==> src/rtl/cpu_ctrl_seq.sv <==
// Multi-cycle fetch/decode/execute sequencer for the 8-bit CPU (imem, 4x8 register file, ALU/writeback mux).
// Latency: ALU/MOV/NOP 4 cycles FETCH->WB, LDI/JMP/JZ 5 cycles, plus any imem wait cycles.
// Backpressure: imem_valid low holds FETCH/FETCH2 with imem_req/imem_addr stable; HALT is absorbing until reset.
//
// Ports: clk/rst_n (synchronous active-low reset); imem_req/imem_addr/imem_valid/imem_data fetch port;
//   rf_we/rf_waddr/rf_raddr_a/rf_raddr_b register file control; wb_sel/imm writeback mux control;
//   alu_op/alu_zero ALU control and result status; zflag registered zero flag; halted in HALT.
// Optional feature: define CTRL_SINGLE_STEP_EN to add the 'step' input (one instruction per step pulse).
module cpu_ctrl_seq #(
    parameter int              PC_W     = 8,
    parameter logic [PC_W-1:0] RESET_PC = '0
) (
    input  logic            clk,
    input  logic            rst_n,
`ifdef CTRL_SINGLE_STEP_EN
    input  logic            step,
`endif
    output logic            imem_req,
    output logic [PC_W-1:0] imem_addr,
    input  logic            imem_valid,
    input  logic [7:0]      imem_data,
    output logic            rf_we,
    output logic [1:0]      rf_waddr,
    output logic [1:0]      rf_raddr_a,
    output logic [1:0]      rf_raddr_b,
    output logic [1:0]      wb_sel,
    output logic [7:0]      imm,
    output logic [2:0]      alu_op,
    input  logic            alu_zero,
    output logic            zflag,
    output logic            halted
);

    typedef enum logic [2:0] {
        S_FETCH,
        S_DECODE,
        S_FETCH2,
        S_EXEC,
        S_WB,
        S_HALT
    } state_t;

    localparam logic [3:0] OP_MOV  = 4'h1;
    localparam logic [3:0] OP_LDI  = 4'h7;
    localparam logic [3:0] OP_JMP  = 4'h8;
    localparam logic [3:0] OP_JZ   = 4'h9;
    localparam logic [3:0] OP_HALT = 4'hF;

    state_t          state;
    logic [PC_W-1:0] pc;
    logic [7:0]      ir;
    logic [3:0]      opc;
    logic            is_alu;
    logic            is_write;
    logic            two_byte;
    logic            fetch_ok;
    logic            accept;

    assign opc      = ir[7:4];
    assign is_alu   = (opc >= 4'h2) && (opc <= 4'h6);
    assign is_write = (opc >= OP_MOV) && (opc <= OP_LDI);
    assign two_byte = (opc == OP_LDI) || (opc == OP_JMP) || (opc == OP_JZ);

`ifdef CTRL_SINGLE_STEP_EN
    logic step_pend;
    assign fetch_ok = step_pend;
`else
    assign fetch_ok = 1'b1;
`endif

    // Request is gated by rst_n so nothing is requested while reset is held.
    assign imem_req   = rst_n && (((state == S_FETCH) && fetch_ok) || (state == S_FETCH2));
    assign accept     = imem_req && imem_valid;
    assign imem_addr  = pc;
    assign rf_waddr   = ir[3:2];
    assign rf_raddr_a = ir[3:2];
    assign rf_raddr_b = ir[1:0];

    always_comb begin
        alu_op = 3'd0;
        case (opc)
            4'h3:    alu_op = 3'd1;
            4'h4:    alu_op = 3'd2;
            4'h5:    alu_op = 3'd3;
            4'h6:    alu_op = 3'd4;
            default: alu_op = 3'd0;
        endcase
    end

    always_comb begin
        wb_sel = 2'd0;
        if (opc == OP_LDI)
            wb_sel = 2'd1;
        else if (opc == OP_MOV)
            wb_sel = 2'd2;
    end

    always_ff @(posedge clk) begin
        if (!rst_n) begin
            state  <= S_FETCH;
            pc     <= RESET_PC;
            ir     <= '0;
            imm    <= '0;
            zflag  <= 1'b0;
            rf_we  <= 1'b0;
            halted <= 1'b0;
`ifdef CTRL_SINGLE_STEP_EN
            step_pend <= 1'b0;
`endif
        end else begin
`ifdef CTRL_SINGLE_STEP_EN
            // Accepting the opcode byte consumes the pending step; a step that
            // arrives while one is already pending is simply absorbed.
            if (state == S_FETCH && accept)
                step_pend <= 1'b0;
            else if (step)
                step_pend <= 1'b1;
`endif
            case (state)
                S_FETCH: begin
                    if (accept) begin
                        ir    <= imem_data;
                        pc    <= pc + PC_W'(1);
                        state <= S_DECODE;
                    end
                end
                S_DECODE: begin
                    if (opc == OP_HALT) begin
                        state  <= S_HALT;
                        halted <= 1'b1;
                    end else if (two_byte) begin
                        state <= S_FETCH2;
                    end else begin
                        state <= S_EXEC;
                    end
                end
                S_FETCH2: begin
                    if (accept) begin
                        imm   <= imem_data;
                        pc    <= pc + PC_W'(1);
                        state <= S_EXEC;
                    end
                end
                S_EXEC: begin
                    // rf_we is registered so it is high for exactly the WB cycle.
                    rf_we <= is_write;
                    state <= S_WB;
                end
                S_WB: begin
                    rf_we <= 1'b0;
                    if (is_alu)
                        zflag <= alu_zero;
                    // JZ tests the flag as it stood before this WB.
                    if ((opc == OP_JMP) || ((opc == OP_JZ) && zflag))
                        pc <= PC_W'(imm);
                    state <= S_FETCH;
                end
                S_HALT: begin
                    state <= S_HALT;
                end
                default: begin
                    state <= S_FETCH;
                end
            endcase
        end
    end

endmodule

==> config.mk <==
export PLATFORM = sky130hd
export DESIGN_NAME = cpu_ctrl_seq
export DESIGN_NICKNAME = d
export VERILOG_FILES = /design/src/rtl/cpu_ctrl_seq.sv
export SDC_FILE = /design/constraint.sdc
export NUM_CORES = 1
export LEC_CHECK = 0
export CAP_MARGIN = 30
export CORE_MARGIN = 1
export CORE_UTILIZATION = 47
export DETAILED_ROUTE_END_ITERATION = 12
export GPL_ROUTABILITY_DRIVEN = 0
export PLACE_DENSITY = 0.79
export SYNTH_ARGS = -nofsm -noshare
export SYNTH_HDL_FRONTEND = slang
export SYNTH_SLANG_ARGS = --single-unit
==> constraint.sdc <==
create_clock -name clk -period 1.8 [get_ports clk]
set_input_delay 0.27 -clock clk [delete_from_list [all_inputs] [get_ports clk]]
set_output_delay 0.27 -clock clk [all_outputs]
set_load 0.05 [all_outputs]
==> summary.md, run 1 <==
| Metric | Value |
|---|---|
| Initial Utilization | 0.502 |
| Sequential area share after synthesis | 0.389 |
| DRT antenna net count | 0 |
| Worst slew pin tran | 0.514 ns |
| Clock transition at path regs | 0.10 ns |
| RSZ-0062 raised after global routing | no |
| Startpoint types | flip-flop |
| CTS tree | done |
| Layout Skew | 0.00909 ns |
| GRT Overall Usage | 0.251 |
| Top Metal Used | met4 |
| Grt total ovfl | 0 |
| Met2 routed WL | 1.94 mm |
| Worst r2r dst | zflag |
| Reg2reg start | state[0] |
| Fin nets | 241 |
| Max-slew headroom | 0.658 |
| Area of the die | 3520 um2 |
| Ys flop type | dfxtp_1 |
| Synth warn | 0 |
| Crit path required time | 1.53 ns |
| Largest net degree at the start of global routing | 19 |
| Post-synthesis cell area | between 1500 and 2000 um2 |
| Most frequent cells in the layout | dfxtp_1 (29), nand2_1 (26), a21oi_1 (22), buf_4 (22), nand3_1 (14) |
| Maximum buffer depth of the clock tree | 2 |
| Post-DP HPWL | 2.84 mm |
| Ys async rst share | 0 |
| Post-CTS sizing | 6 |
| Hold_sp | halted |
| Met3 WL | 234 um |
| Max frequency | 572 MHz |
| Post-Syn Instances | 190 |
| CP arrival | 1.48 ns |
| Crit-path cells | clkdlybuf4s50_1 |
| DR WL/cell | 14.3 um |
| Clk_lat worst skew | ~0.34 ns |
| Syn nets | 203 |
| Final Hold Viols | 0 |
| Slowest stage cell, crit path | clkdlybuf4s50_1 |
| Hold-fix buffers, CTS | 0 |
| Setup Viol. Count Final | 0 |
| Antenna cells | 0 |
| Max Slew Vio Count | 0 |
| Core ar. | 3080 um2 |
| Distinct cell type count of the synthesized netlist | 45 |
| Pwr/cell area | around 720 nW/um2 |
| Worst Setup EP | rf_raddr_b[1] |
| Initial antenna violation count | 0 |
| Leakage | 0.822 nW |
| Fillers | 268 |
| Crit end category | primary output |
| # clock sinks | 30 |
| Crit path time final | 1.75 ns |
| #FFs+latches synth | 30 |
| Fin crit share | 0.972 |
| Post-CTS Setup Inserts | 0 |
| Final setup TNS | 0 ns |
| Crit path from | ir[1] |
| Post-Syn Area per Cell | 8.13 um2 |
| Share of cells above drive strength 1 | 0.214 |
| Htree depth | 2 |
| Final wirelength | 3.91 mm |
| Depth of the most critical reg-to-reg path | 4 |
| Vias per cell | about 5.6 |
| CTS Buf Count | 5 |
| Reg2Reg Setup Slack | 0.18 ns |
| Critical path depth | 1 |
| 1st-pass router iterations | 4 |
| Fin Hold WS | 0.481 ns |
| Wl on met1 | 1.72 mm |
| Worst path max stage delay | ~0.80 ns |
| Die height | 59.3 um |
| Number of flops mapped to enable cells by yosys | 0 |
| Clk root buf | clkbuf_4 |
| CP max FO | 2 |
| Die extent in x | 59.3 um |
| Maxcap violations | 0 |
| Kind of critical path | flip-flop to primary output |
| First-pass GRT wire length | 6.57 mm |
| Vias post-DR | between 1.5k and 2k |
| I/O Buffers | 42 |
| Sum of buffers and inverters on the critical path | 1 |
| Maximum vdd drop | 0.497 mV |
| CP top delay family | buffers and inverters |
| Vias in the first global route | 1345 |
| Status | finished clean |
| Residual DRC | 0 |
| IO Count | 43 |
| Rows | 20 |
| Initial DRC Count | 105 |
| Hold WC Path Type | flip-flop to flip-flop |
| Most common cell after layout, fill and taps aside | dfxtp_1 |
| Area delta synth->final | 35.1% |
## through the flow
stage	total power, W	instance area (um2)	setup WS [ns]	std cells	util
floorplan	0.000969	1560	-0.106	190	-
global placement	0.00107	2020	0.0861	265	0.655
detailed placement	0.00108	2020	0.0382	265	0.655
CTS	0.00150	2070	0.00188	273	0.673
global route	0.00157	2090	0.00166	273	0.678
finish	0.00150	2090	0.0506	273	0.678
## synthesized netlist by cell type (2+ instances only)
cell type / count / area share
a31oi_1: 3 / 0.012
nand4_1: 3 / 0.012
nor3b_2: 2 / 0.016
nor3b_1: 3 / 0.015
nand3_1: 14 / 0.045
and2_1: 2 / 0.0081
nor2b_1: 2 / 0.0081
buf_6: 2 / 0.015
clkbuf_1: 6 / 0.015
nand2b_1: 4 / 0.016
a21oi_1: 22 / 0.071
o211ai_1: 2 / 0.0097
a21o_1: 2 / 0.0097
nor3_1: 3 / 0.0097
buf_4: 7 / 0.034
nand2_1: 26 / 0.063
mux2i_1: 2 / 0.013
dfxtp_1: 30 / 0.39
nor2_1: 13 / 0.032
a211oi_1: 3 / 0.015
buf_2: 4 / 0.013
o21ai_1: 12 / 0.039
## worst min path at each step
| stage | endpoint | slack [ns] | cells past startpoint |
|---|---|---|---|
| after global placement | halted | 0.46 | 2 |
| after global routing | halted | 0.50 | 2 |
| after CTS | halted | 0.48 | 2 |
| final | halted | 0.48 | 2 |
| after floorplan | ir[0] | 0.41 | 2 |
| after detailed placement | halted | 0.46 | 2 |
## registers in the layout, summed over array words and instances, names as in the netlist
register	cells
imem_addr	8
imm	8
ir	8
state	3
halted	1
rf_we	1
zflag	1
## cells by family (layout without fill, tap and decap cells)
kind of cell	count (synthesis)	after routing	share of synthesized area
XOR/XNOR	1	1	0.00567
AO/OA/AOI/OAI	52	52	0.207
multiplexers	3	3	0.0227
adder cells (fa/ha/maj)	1	1	0.00810
buffers and inverters	21	60	0.0810
AND/OR/NAND/NOR	82	82	0.287
flip-flops	30	30	0.389
## layout make-up
| class | instances | area, um2 | area share |
|---|---|---|---|
| clock buffers | 6 | 51.3 | 0.0246 |
| clock inverters | 2 | 12.5 | 0.00600 |
| flip-flops and latches | 30 | 602 | 0.289 |
| inverters | 1 | 3.75 | 0.00180 |
| multi-input cells | 139 | 836 | 0.401 |
| repair buffers | 51 | 526 | 0.252 |
| well taps | 44 | 55.1 | 0.0264 |
## routing by layer
| layer | vias to the layer above | global-route usage |
|---|---|---|
| met3 | 2 | 0.0742 |
| li1 | 747 | - |
| met1 | 732 | 0.328 |
| met4 | 0 | 0.0816 |
| met5 | - | 0 |
| met2 | 52 | 0.393 |
## worst min-delay path: stages (launching register included)
cell	delay [ns]
dfxtp_1	0.34
nor2_1	0.05
nor2_1	0.07
## power breakdown
group          leakage (nW)  internal (W)  switching, W
registers             0.244      0.000691     0.0000371
clock network        0.0343      0.000187      0.000247
logic                 0.544      0.000135      0.000203
Power figures use the tool's default switching activity.
==> run 2: changes to the inputs <==
Settings changed: CORE_MARGIN 1 to not set, CTS_CLUSTER_DIAMETER set to 100.
==> results of run 2 <==
No change in the layout: final DEF, timing and power equal those of run 1.
==> run 3: changes to the inputs <==
--- a/config.mk
+++ b/config.mk
@@ -8,3 +8,4 @@
 export CAP_MARGIN = 30
-export CORE_UTILIZATION = 47
+export CORE_ASPECT_RATIO = 1.5
+export CORE_UTILIZATION = 42
 export CTS_CLUSTER_DIAMETER = 100
@@ -12,3 +13,3 @@
 export GPL_ROUTABILITY_DRIVEN = 0
-export PLACE_DENSITY = 0.79
+export PLACE_DENSITY = 0.71
 export SYNTH_ARGS = -nofsm -noshare
--- a/constraint.sdc
+++ b/constraint.sdc
@@ -3,2 +3,2 @@
 set_output_delay 0.27 -clock clk [all_outputs]
-set_load 0.05 [all_outputs]
+set_load 0.1 [all_outputs]
==> run 3 against run 2 <==
Against the previous run: final cell count down 0.73%; utilization decreased by 2.7 points; clock power is 14% higher; fmax increased by 4.7%; largest cell class unchanged; sequential share of layout area decreased by 1.7 points; design area increased by 7.5%; critical path type unchanged; highest routed layer unchanged; worst setup slack better by 0.078 ns.
==> summary.md, run 3 (synthesis results as in run 1) <==
| Metric | Value |
|---|---|
| Leakage | 0.794 nW (-3.3%) |
| Largest net degree at the start of global routing | 20 (+1) |
| Die extent in x | 51.5 um (-13%) |
| Worst setup margin | 0.129 ns (+0.0779 ns) |
| CTS Buf Count | 5 (unchanged) |
| Layout Skew | 0.00196 ns (-0.00712 ns) |
| Clk_lat worst skew | 0.28 ns (-0.06 ns) |
| DR WL/cell | 14.5 um (+1.0%) |
| Depth of the most critical reg-to-reg path | 4 (unchanged) |
| Crit path time final | 1.67 ns (-0.0779 ns) |
| Comb power frac | 0.264 (+0.039) |
| Reg2Reg Setup Slack | 0.18 ns (about the same) |
| Crit end category | primary output |
| Antenna cells | 0 (unchanged) |
| I/O Buffers | 42 (unchanged) |
| Fin crit share | 0.929 (-0.0433) |
| Post-CTS Setup Inserts | 0 (unchanged) |
| Sw Share | 0.336 (+0.0111) |
| Setup slack at placement | 0.0511 ns (+0.0129 ns) |
| Initial Utilization | 0.448 (-0.0539) |
| Post-layout util | 0.650 (-0.0274) |
| Post-CTS sizing | 2 (-4) |
| Crit path from | ir[7] |
| Area of the multi-input gates | 858 um2 (+2.7%) |
| CP arrival | 1.40 ns (-0.08 ns) |
| Max frequency | 598 MHz (+4.7%) |
| Clock transition at path regs | 0.06 ns (-0.04 ns) |
| Vias per cell | 5.51 (-2.0%) |
| Reg2reg start | state[0] |
| Post-DP HPWL | 3.01 mm (+5.8%) |
| Most common cell after layout, fill and taps aside | nand2_1 |
| Area delta synth->final | 45.2% |
| Hold WC Path Type | flip-flop to flip-flop |
| Rows | 26 (+30%) |
| Worst r2r dst | zflag |
| First-pass GRT wire length | 6.45 mm (-1.8%) |
| Psw | 0.000562 W (+15%) |
| Pwr/cell area | 747 nW/um2 (+3.8%) |
| Setup Viol. Count Final | 0 (unchanged) |
| Min-Delay Path Depth | 2 (unchanged) |
| Max-slew headroom | 0.753 (+0.0949) |
| Clk pwr share | 0.295 (+0.005) |
| 1st-pass router iterations | 4 (unchanged) |
| Status | finished clean |
| DRT antenna net count | 0 (unchanged) |
| Clk root buf | clkbuf_8 |
| Hold-fix buffers, CTS | 0 (unchanged) |
| Sequential Area | 608 um2 (+1.0%) |
| Grt total ovfl | 0 (unchanged) |
| # clock sinks | 30 (unchanged) |
| Htree depth | 2 (unchanged) |
| Fillers | 317 (+18%) |
| Final Hold Viols | 0 (unchanged) |
| Share of cells above drive strength 1 | 0.284 (+0.0699) |
| RSZ-0062 raised after global routing | no |
| Max Slew Vio Count | 0 (unchanged) |
| Maximum vdd drop | 0.672 mV (+35%) |
| Most frequent cells in the layout | nand2_1 (26), dfxtp_1 (24), buf_4 (23), a21oi_1 (22), buf_12 (18) |
| Kind of critical path | flip-flop to primary output |
| CP max FO | 7 (+5) |
| Maximum buffer depth of the clock tree | 2 (unchanged) |
| Total power | 0.00167 W (+12%) |
| Final wirelength | 3.92 mm (+0.28%) |
| Vias in the first global route | 1414 (+5.1%) |
| Residual DRC | 0 (unchanged) |
| Maxcap violations | 0 (unchanged) |
| GRT Overall Usage | 0.216 (-0.0342) |
| Crit path required time | 1.53 ns (about the same) |
| Initial antenna violation count | 0 (unchanged) |
| Initial DRC Count | 34 (-68%) |
| Vias post-DR | 1492 (-2.7%) |
| Hold_sp | halted |
| IO Count | 43 (unchanged) |
| CTS tree | done |
| Startpoint types | flip-flop |
| Internal | 0.00111 W (+9.8%) |
| Core ar. | 3450 um2 (+12%) |
| Area of the die | 3930 um2 (+12%) |
| Seq pwr share | 0.440 (-0.045) |
| Worst slew pin tran | 0.368 ns (-0.146 ns) |
| Fin nets | 242 (+0.41%) |
| Die height | 76.3 um (+29%) |
| Worst Hold End | halted |
## run 3: critical path: stages (launching register included)
cell	delay [ns]
dfxtp_1	0.31
buf_4	0.17
nand2b_1	0.25
nor3_4	0.20
buf_12	0.20
## run 3: how the worst max path moves through the flow
stage | end
final | wb_sel[1]
after global routing | wb_sel[1]
after CTS | wb_sel[1]
after detailed placement | imem_addr[4]
after global placement | imem_addr[1]
after floorplan | alu_op[1]
## run 3: metal layers
layer / wire (um) / up-vias / global-route usage
met1: 1590 / 700 / 0.245
met3: 136 / 8 / 0.0559
met2: 2110 / 40 / 0.364
li1: - / 744 / -
met5: 0 / - / 0
met4: 81 / 0 / 0.103
## run 3: cell type report
type / count / area share
inverters: 1 / 0.00167
multi-input cells: 139 / 0.383
clock buffers: 7 / 0.0340
well taps: 42 / 0.0234
repair buffers: 52 / 0.287
flip-flops and latches: 30 / 0.271
## run 3: metrics by stage
step	cell area [um2]	setup TNS, ns	hold slack, ns	instances
3_3_place_gp	2160	0	0.465	264
4_1_cts	2240	0	0.481	271
2_1_floorplan	1590	-0.214	0.406	190
3_5_place_dp	2160	0	0.467	264
5_1_grt	2240	0	0.505	271
6_report	2240	0	0.481	271
## run 3: power groups by stage
stage | registers [W] | clock network, W | logic, W
after floorplan | 0.000790 | 0 | 0.000272
after global placement | 0.000747 | 0 | 0.000436
after detailed placement | 0.000750 | 0 | 0.000443
after CTS | 0.000737 | 0.000504 | 0.000444
after global routing | 0.000742 | 0.000540 | 0.000468
final | 0.000737 | 0.000494 | 0.000443
